<file path="config.mk">
export PLATFORM = sky130hd
export DESIGN_NAME = timer_counter
export DESIGN_NICKNAME = d
export VERILOG_FILES = /design/src/rtl/timer_counter.sv
export SDC_FILE = /design/constraint.sdc
export NUM_CORES = 1
export LEC_CHECK = 0
export CORE_UTILIZATION = 48
export CTS_CLUSTER_SIZE = 10
export DETAILED_ROUTE_END_ITERATION = 10
export HOLD_SLACK_MARGIN = 0.02
export PLACE_DENSITY = 0.84
export SYNTH_ARGS = -nofsm -noshare
export SYNTH_HDL_FRONTEND = slang
export SYNTH_SLANG_ARGS = --single-unit
</file>
<file path="constraint.sdc">
create_clock -name clk -period 2.5 [get_ports clk]
set_input_delay 0.25 -clock clk [delete_from_list [all_inputs] [get_ports clk]]
set_output_delay 0.25 -clock clk [all_outputs]
set_load 0.1 [all_outputs]
</file>
<file path="src/rtl/timer_counter.sv">
// Memory-mapped down-counting timer with CTRL/PRESET/COUNT registers and a maskable interrupt.
// One-shot mode stops and clears EN on expiry; auto-reload mode restarts from PRESET.
//
// state    | meaning
// ---------+--------------------------------------------------------------
// ST_IDLE  | stopped, COUNT held, waiting for CTRL.EN
// ST_LOAD  | copy PRESET into COUNT
// ST_CNT   | decrement COUNT each cycle while EN is set
// ST_INT   | terminal count reached, IRQF set; reload or stop depending on MODE
module timer_counter (
  input  logic        clk,
  input  logic        reset,
  input  logic [1:0]  addr,
  input  logic        we,
  input  logic [3:0]  byteen,
  input  logic [31:0] wdata,
  output logic [31:0] rdata,
  output logic        irq
);

  typedef enum logic [1:0] {
    ST_IDLE = 2'd0,
    ST_LOAD = 2'd1,
    ST_CNT  = 2'd2,
    ST_INT  = 2'd3
  } state_t;

  localparam logic [1:0] ADDR_CTRL   = 2'd0;
  localparam logic [1:0] ADDR_PRESET = 2'd1;
  localparam logic [1:0] ADDR_COUNT  = 2'd2;
  localparam logic [1:0] MODE_AUTO   = 2'b01;

  state_t      state;
  logic        ctrl_en;
  logic [1:0]  ctrl_mode;
  logic        ctrl_im;
  logic [31:0] preset;
  logic [31:0] count;
  logic        irqf;

  logic ctrl_wr;
  logic ctrl_fields_wr;
  logic preset_wr;

  // Any enabled lane counts as an accepted CTRL write (clears IRQF); only lane 0 holds fields.
  assign ctrl_wr        = we && (addr == ADDR_CTRL) && (byteen != 4'b0000);
  assign ctrl_fields_wr = ctrl_wr && byteen[0];
  assign preset_wr      = we && (addr == ADDR_PRESET);

  always_ff @(posedge clk) begin
    if (reset) begin
      state     <= ST_IDLE;
      ctrl_en   <= 1'b0;
      ctrl_mode <= 2'b00;
      ctrl_im   <= 1'b0;
      preset    <= 32'd0;
      count     <= 32'd0;
      irqf      <= 1'b0;
    end else begin
      for (int i = 0; i < 4; i++) begin
        if (preset_wr && byteen[i]) begin
          preset[8*i +: 8] <= wdata[8*i +: 8];
        end
      end

      // Placed before the FSM so a flag raised in the same cycle is not lost.
      if (ctrl_wr) begin
        irqf <= 1'b0;
      end

      case (state)
        ST_IDLE: begin
          if (ctrl_en) begin
            state <= ST_LOAD;
          end
        end
        ST_LOAD: begin
          count <= preset;
          state <= ST_CNT;
        end
        ST_CNT: begin
          if (!ctrl_en) begin
            state <= ST_IDLE;
          end else if (count > 32'd1) begin
            count <= count - 32'd1;
          end else begin
            count <= 32'd0;
            irqf  <= 1'b1;
            state <= ST_INT;
          end
        end
        ST_INT: begin
          if (ctrl_mode == MODE_AUTO) begin
            irqf  <= 1'b0;
            state <= ST_LOAD;
          end else begin
            ctrl_en <= 1'b0;
            state   <= ST_IDLE;
          end
        end
        default: state <= ST_IDLE;
      endcase

      // After the FSM so a software-written EN overrides the one-shot auto-clear.
      if (ctrl_fields_wr) begin
        ctrl_en   <= wdata[0];
        ctrl_mode <= wdata[2:1];
        ctrl_im   <= wdata[3];
      end
    end
  end

  assign irq = irqf & ctrl_im;

  always_comb begin
    rdata = 32'd0;
    case (addr)
      ADDR_CTRL:   rdata = {28'd0, ctrl_im, ctrl_mode, ctrl_en};
      ADDR_PRESET: rdata = preset;
      ADDR_COUNT:  rdata = count;
      default:     rdata = 32'd0;
    endcase
  end

endmodule

</file>
==> results.json, run 1 <==
{
  "routedWlPerCell_um": 18.4,
  "synth_seq_cells": 71,
  "vias": 4570,
  "critPathCaptureType": "flop",
  "synthArstFlopShare": 0,
  "grt_use_met3": 0.0740,
  "cts_made_buffers": 9,
  "critPathLaunch": "count[4]",
  "finalSetupViolations": 0,
  "dpl.hpwl_mm": 9.19,
  "clock-sinks": 71,
  "cp_slowest_cell": "nor3_1",
  "die_area_mm2": 0.00874,
  "slew_violations": 0,
  "clkLatencyLatePin_ns": 0.35,
  "synth_area_leaders": "dfxtp_1, nand2_1, a21oi_1",
  "vdd_ir_drop_max_uv": 335,
  "first_pass_iters": 5,
  "totalWireLength_mm": 13.0,
  "nNetsFinal": 642,
  "place_congestion": 0.930,
  "critPathLaunchType": "flop",
  "core_mm2": 0.00793,
  "r2r_start": "count[4]",
  "synth_top_area_cell": "dfxtp_1",
  "drtAntennaViolNets": 0,
  "drc": 0,
  "crit_chain": "nor3_1, nand4b_1, buf_4, nor4_1, xnor2_1, a221oi_1",
  "p_leak_nw": 2.05,
  "stdcell_count": 705,
  "viasPerCell": 6.48,
  "min_period_ns": 2.36,
  "grt_pass1_vias": 4433,
  "synth_seq_area_share": 0.354,
  "clk_pin_slew_ns": 0.07,
  "synth_edf_count": 0,
  "reg2reg_slack_ns": 0.14,
  "crit_family": "simple AND/OR/NAND/NOR gates",
  "rr_worst_depth": 6,
  "r2r-end": "count[17]",
  "crit_arrival_ns": 2.62,
  "cap_violations": 0,
  "hold_viol_final": 0,
  "drive_gt1_frac": 0.144,
  "finalClockSkew_ns": 0.00447,
  "syn_avg_cell_area_um2": 7.52,
  "globalRouteMet1Util": 0.400,
  "clock_path_buffers": 2,
  "dp.cells": 690,
  "grt_use_met2": 0.508,
  "power_mw": 2.63,
  "clockRootBuffer": "clkbuf_8",
  "hold_ws_ns": 0.403,
  "diodes": 0,
  "max_freq_mhz": 424,
  "grt_pass1_wl_mm": 21.7,
  "port_buffers": 73,
  "htreeDepth": 3,
  "worst_slack_ns": 0.142,
  "io_pins": 74,
  "start_util": 0.507,
  "num_rows": 32,
  "grt-busiest-layer": "met2",
  "path_buf_inv": 1,
  "track_usage": 0.317,
  "die_y_um": 93.5,
  "synthesis.nets": 577,
  "min_path_type": "input port to flop",
  "rsz0062_at_grt": "no",
  "synthCells": 534,
  "pwr_density_cell_mw_per_mm2": 485,
  "worstPathRequired_ns": 2.76,
  "fin_crit_sh": 0.943,
  "slew_headroom": 0.609,
  "cp.depth": 6,
  "syn_area_mm2": 0.00402,
  "pre_cts_ws_ns": 0.273,
  "areaGrowthSynthToFinish_pct": 34.9,
  "tritoncts": "built",
  "synth.distinct_cells": 51,
  "fp.dieW_um": 93.5,
  "overflow": 0,
  "grt_max_degree": 42,
  "ys.flop_type": "dfxtp_1",
  "worstPathMaxFanout": 9,
  "tightestPinTransition_ns": 0.586,
  "setup_tns_ns": 0,
  "yosysWarnings": 0,
  "critical_path_class": "flop to flop",
  "antenna_found_initial": 0,
  "status": "complete, no violations",
  "critPathMaxStageDelay_ns": 0.46,
  "drt_iter0_drc": 445,
  "synth_top_area_frac": 0.354,
  "endpoint": "count[17]"
}
==> final cells by class <==
type                            count  area [um^2]
Sequential cell                    71         1420
Tap cell                          102          128
Timing Repair Buffer               97         1240
Fill cell                         626         2510
Clock inverter                      4         45.0
Inverter                            5         18.8
Clock buffer                       11          151
Multi-Input combinational cell    415         2420
==> worst min path at each step <==
| stage | from | endpoint | slack (ns) | depth (start not counted) |
|---|---|---|---|---|
| CTS | reset | preset[20] | 0.40 | 2 |
| floorplan | wdata[10] | preset[10] | 0.39 | 2 |
| global placement | preset[27] | preset[27] | 0.46 | 2 |
| detailed placement | preset[11] | preset[11] | 0.46 | 2 |
| global route | reset | preset[8] | 0.44 | 2 |
| finish | reset | preset[18] | 0.40 | 2 |
==> placed cells by master, fill, tap and decap left out, types with 3 or more instances in the layout <==
master           count
nor2_1              35
inv_1                5
xnor2_1              7
or4_1                7
a21oi_1             60
o21ai_1              4
nand4_1              4
nor2b_1              4
mux2i_1              9
or3b_2               3
o211ai_1             3
dfxtp_1             71
a211oi_1            11
clkbuf_8            11
nand2_1             86
clkdlybuf4s50_1     39
a221oi_1             3
a31oi_1              6
o31ai_1              3
a41o_1               3
and3_1               5
and2_1               3
buf_4               24
a311oi_1             3
o21ai_0             40
nor4_1              14
buf_12              33
nand3_1             22
or3_1                8
nor3_1               8
a22o_1              28
nor4_2               4
clkinv_2             3
o41ai_1              3
==> kinds of logic (layout without fill, tap and decap cells) <==
group	count (synthesis)	count (layout)	share of synthesized area
compound gates	179	179	0.284
xor+xnor	8	8	0.0174
fa+ha+maj	2	2	0.00623
buf+inv	48	117	0.0480
flops	71	71	0.354
mux	9	9	0.0224
simple gates	217	217	0.268
==> what timing repair did <==
| item | CTS | global route |
|---|---|---|
| setup endpoints to repair | 0 | 2 |
| endpoints found under the hold margin | 0 | 0 |
| hold buffers | 0 | 0 |
| setup buffers | 0 | 0 |
| resized for setup | 0 | 2 |
==> flip-flops by register name, indices dropped and copies added (netlist names) <==
name / cells
state: 2
ctrl_en: 1
ctrl_im: 1
irqf: 1
ctrl_mode: 2
preset: 32
count: 32
==> synthesized netlist by cell type (all sizes together), types with 3 or more instances <==
master / count
a31oi: 6
xnor2: 7
o211ai: 3
nor2: 35
inv: 5
o31ai: 3
nor3: 8
or3b: 3
nand3: 22
a21oi: 60
a211oi: 11
or3: 9
clkbuf: 38
nor4: 18
or4: 8
buf: 5
nand4: 4
mux2i: 9
and2: 3
nand2: 86
o41ai: 3
nor2b: 6
a221oi: 3
a22o: 29
a311oi: 3
o21ai: 44
a41o: 3
dfxtp: 71
and3: 5
==> power breakdown <==
part	internal [mW]	leakage (nW)	switching (mW)	total [mW]
Sequential	1.15	0.574	0.0273	1.18
Combinational	0.218	1.38	0.294	0.513
Clock	0.505	0.105	0.430	0.935
==> worst register-to-register path, stage by stage, from the launching register on <==
cell and delay [ns]:
dfxtp_1 0.39, nor3_1 0.46, nand4b_1 0.37, buf_4 0.29, nor4_1 0.33, xnor2_1 0.14
a221oi_1 0.28
==> per-layer routing <==
metal | up-vias | wire [um]
met5 | - | 0
met4 | 0 | 397
met3 | 52 | 1200
met2 | 289 | 6210
met1 | 2126 | 5160
li1 | 2103 | -
==> stage by stage <==
step,area (um^2),utilization
6_report,5420,0.684
5_1_grt,5420,0.684
4_1_cts,5410,0.682
3_5_place_dp,5210,0.657
3_3_place_gp,5210,0.657
2_1_floorplan,4020,-
No activity file was read; power rests on OpenSTA's default activity.
==> run 2, diff against run 1 <==
- ABC_AREA: default -> 1
- CORE_UTILIZATION: 48 -> 47
- PLACE_DENSITY: 0.84 -> 0.83
- SLEW_MARGIN: default -> 10
==> run 2 against run 1 <==
Against the previous run: sequential share of layout area grew 0.36 points; first-iteration DRC count shrank 34%; global-route usage shrank 5.1 points; utilization shrank 3.0 points; non-clock buffer count shrank 15; register-to-register slack gained 0.35 ns; count of clock-buffer cells in the layout shrank 2; die area is essentially flat; total power grew 5.2%; via count shrank 4.8%.
==> results.json, run 2 <==
{
  "grt_max_degree": 37,
  "track_usage": 0.266,
  "antenna_found_initial": 0,
  "p_leak_nw": 2.08,
  "io_pins": 74,
  "core_mm2": 0.00818,
  "max_freq_mhz": 461,
  "start_util": 0.481,
  "place_area_mm2": 0.00515,
  "final_area_mm2": 0.00535,
  "cap_violations": 0,
  "slew_violations": 0,
  "hold_buffers": 0,
  "min_path_type": "flop to flop",
  "hold_viol_final": 0,
  "slew_headroom": 0.634,
  "cts.repair.resized": 0,
  "synth_edf_count": 0,
  "tightestPinTransition_ns": 0.548,
  "hold_end": "preset[30]",
  "vias": 4350,
  "first_pass_iters": 5,
  "synth_area_leaders": "dfxtp_1, o21ai_0, a21oi_1",
  "tritoncts": "built",
  "cts_setup_buffers": 0,
  "final_common_cell": "o21ai_0",
  "critical_path_class": "input port to output port",
  "routedWlPerCell_um": 14.4,
  "viasPerCell": 5.60,
  "dpl.hpwl_mm": 8.00,
  "synthCells": 604,
  "synth_common_cells": "o21ai_0, nand2_1, inv_1",
  "finalClockSkew_ns": 0.00972,
  "htreeDepth": 3,
  "syn_area_mm2": 0.00394,
  "drc": 0,
  "totalWireLength_mm": 11.2,
  "synth_seq_cells": 71,
  "yosysWarnings": 0,
  "diodes": 0,
  "r2r-end": "count[22]",
  "grt_pass1_wl_mm": 18.5,
  "clkLatencyLatePin_ns": 0.36,
  "synth_top_area_cell": "dfxtp_1",
  "vdd_ir_drop_max_uv": 280,
  "fillCellCount": 704,
  "clock_path_buffers": 2,
  "synthArstFlopShare": 0,
  "final_cell_mix": "o21ai_0, nand2_1, inv_1",
  "pwr_density_cell_mw_per_mm2": 517,
  "die_area_mm2": 0.00875,
  "rr_worst_depth": 10,
  "utilization": 0.654,
  "clock-sinks": 71,
  "die_y_um": 93.5,
  "critPathCaptureType": "output port",
  "overflow": 0,
  "min_period_ns": 2.17,
  "synthesis.nets": 647,
  "worstHoldPathCells": 2,
  "reg2reg_slack_ns": 0.49,
  "synth.distinct_cells": 24,
  "num_rows": 33,
  "drt_iter0_drc": 295,
  "ys.flop_type": "dfxtp_1",
  "critPathLaunchType": "input port",
  "syn_avg_cell_area_um2": 6.52,
  "clk_pin_slew_ns": 0.08,
  "r2r_start": "count[0]",
  "yosysMostFrequentCell": "o21ai_0",
  "port_buffers": 73,
  "worstPathRequired_ns": 2.25,
  "drtAntennaViolNets": 0,
  "crit_arrival_ns": 1.92,
  "cts_made_buffers": 9,
  "fin_crit_sh": 0.868,
  "areaGrowthSynthToFinish_pct": 35.8,
  "clockRootBuffer": "clkbuf_8",
  "nNetsFinal": 710,
  "rsz0062_at_grt": "no",
  "synth_seq_area_share": 0.361,
  "status": "complete, no violations",
  "synth_top_area_frac": 0.361,
  "drive_gt1_frac": 0.122,
  "grt_pass1_vias": 4021,
  "fp.dieW_um": 93.5,
  "hold_start": "preset[30]",
  "finalSetupViolations": 0,
  "place_congestion": 0.915,
  "largestRegisters": "count: 32 flops, preset: 32 flops",
  "worstPathMaxFanout": 25
}
[run 2: cell count changes after synthesis, sizes merged, moves of 10 or more]
cell,delta
inv,+77
o21ai,+64
a22o,-29
nor2,+26
o22ai,+26
nor4,-18
nand3,+14
clkbuf,-13
a21oi,+12
a211oi,-11
xor2,+10
[run 2: stage by stage]
stage                     std cells  total power [mW]  setup WS, ns  TNS (ns)  hold slack, ns
after floorplan                 604              1.64        -0.181     -2.58           0.322
after global placement          761              1.84         0.382         0           0.449
after detailed placement        761              1.85         0.321         0           0.460
after CTS                       777              2.77         0.319         0           0.472
after global routing            777              2.89         0.233         0           0.495
final                           777              2.76         0.329         0           0.474
[run 2: layout make-up]
type / instances / area, um^2 / area share
Clock buffer: 9 / 124 / 0.0232
Clock inverter: 7 / 73.8 / 0.0138
Timing Repair Buffer: 82 / 1130 / 0.211
Multi-Input combinational cell: 421 / 2160 / 0.404
Inverter: 82 / 308 / 0.0576
Tap cell: 105 / 131 / 0.0246
Sequential cell: 71 / 1420 / 0.266
[run 2: how the worst max path moves through the flow]
stage | endpoint | start | cells after the start | slack, ns
CTS | rdata[7] | addr[1] | 6 | 0.32
floorplan | rdata[0] | addr[1] | 5 | -0.18
detailed placement | rdata[7] | addr[1] | 6 | 0.32
finish | rdata[7] | addr[1] | 6 | 0.33
global placement | rdata[29] | addr[1] | 6 | 0.38
global route | rdata[7] | addr[1] | 6 | 0.23
[run 2: cells by family (layout without fill, tap and decap cells)]
logic type,Yosys count,in the layout,share of synthesized area
compound gates,214,214,0.289
simple gates,194,194,0.209
buf+inv,112,180,0.110
flops,71,71,0.361
xor+xnor,11,11,0.0245
fa+ha+maj,2,2,0.00636
[run 2: critical path: stages]
cell             delay [ns]
clkdlybuf4s50_1        0.47
inv_1                  0.05
or2_2                  0.35
buf_4                  0.28
o22ai_1                0.28
buf_12                 0.22
[run 2: metal layers]
layer,global-route usage,up-vias,share of wire
li1,-,2158,-
met1,0.330,2012,0.43
met2,0.457,156,0.49
met3,0.0472,24,0.058
met4,0.104,0,0.021
met5,0,-,0
[run 2: report_power, final]
group / total (mW) / switching (mW) / internal (mW)
registers: 1.19 / 0.0261 / 1.16
logic: 0.649 / 0.415 / 0.235
clock network: 0.922 / 0.460 / 0.462
total: 2.76 / 0.901 / 1.86
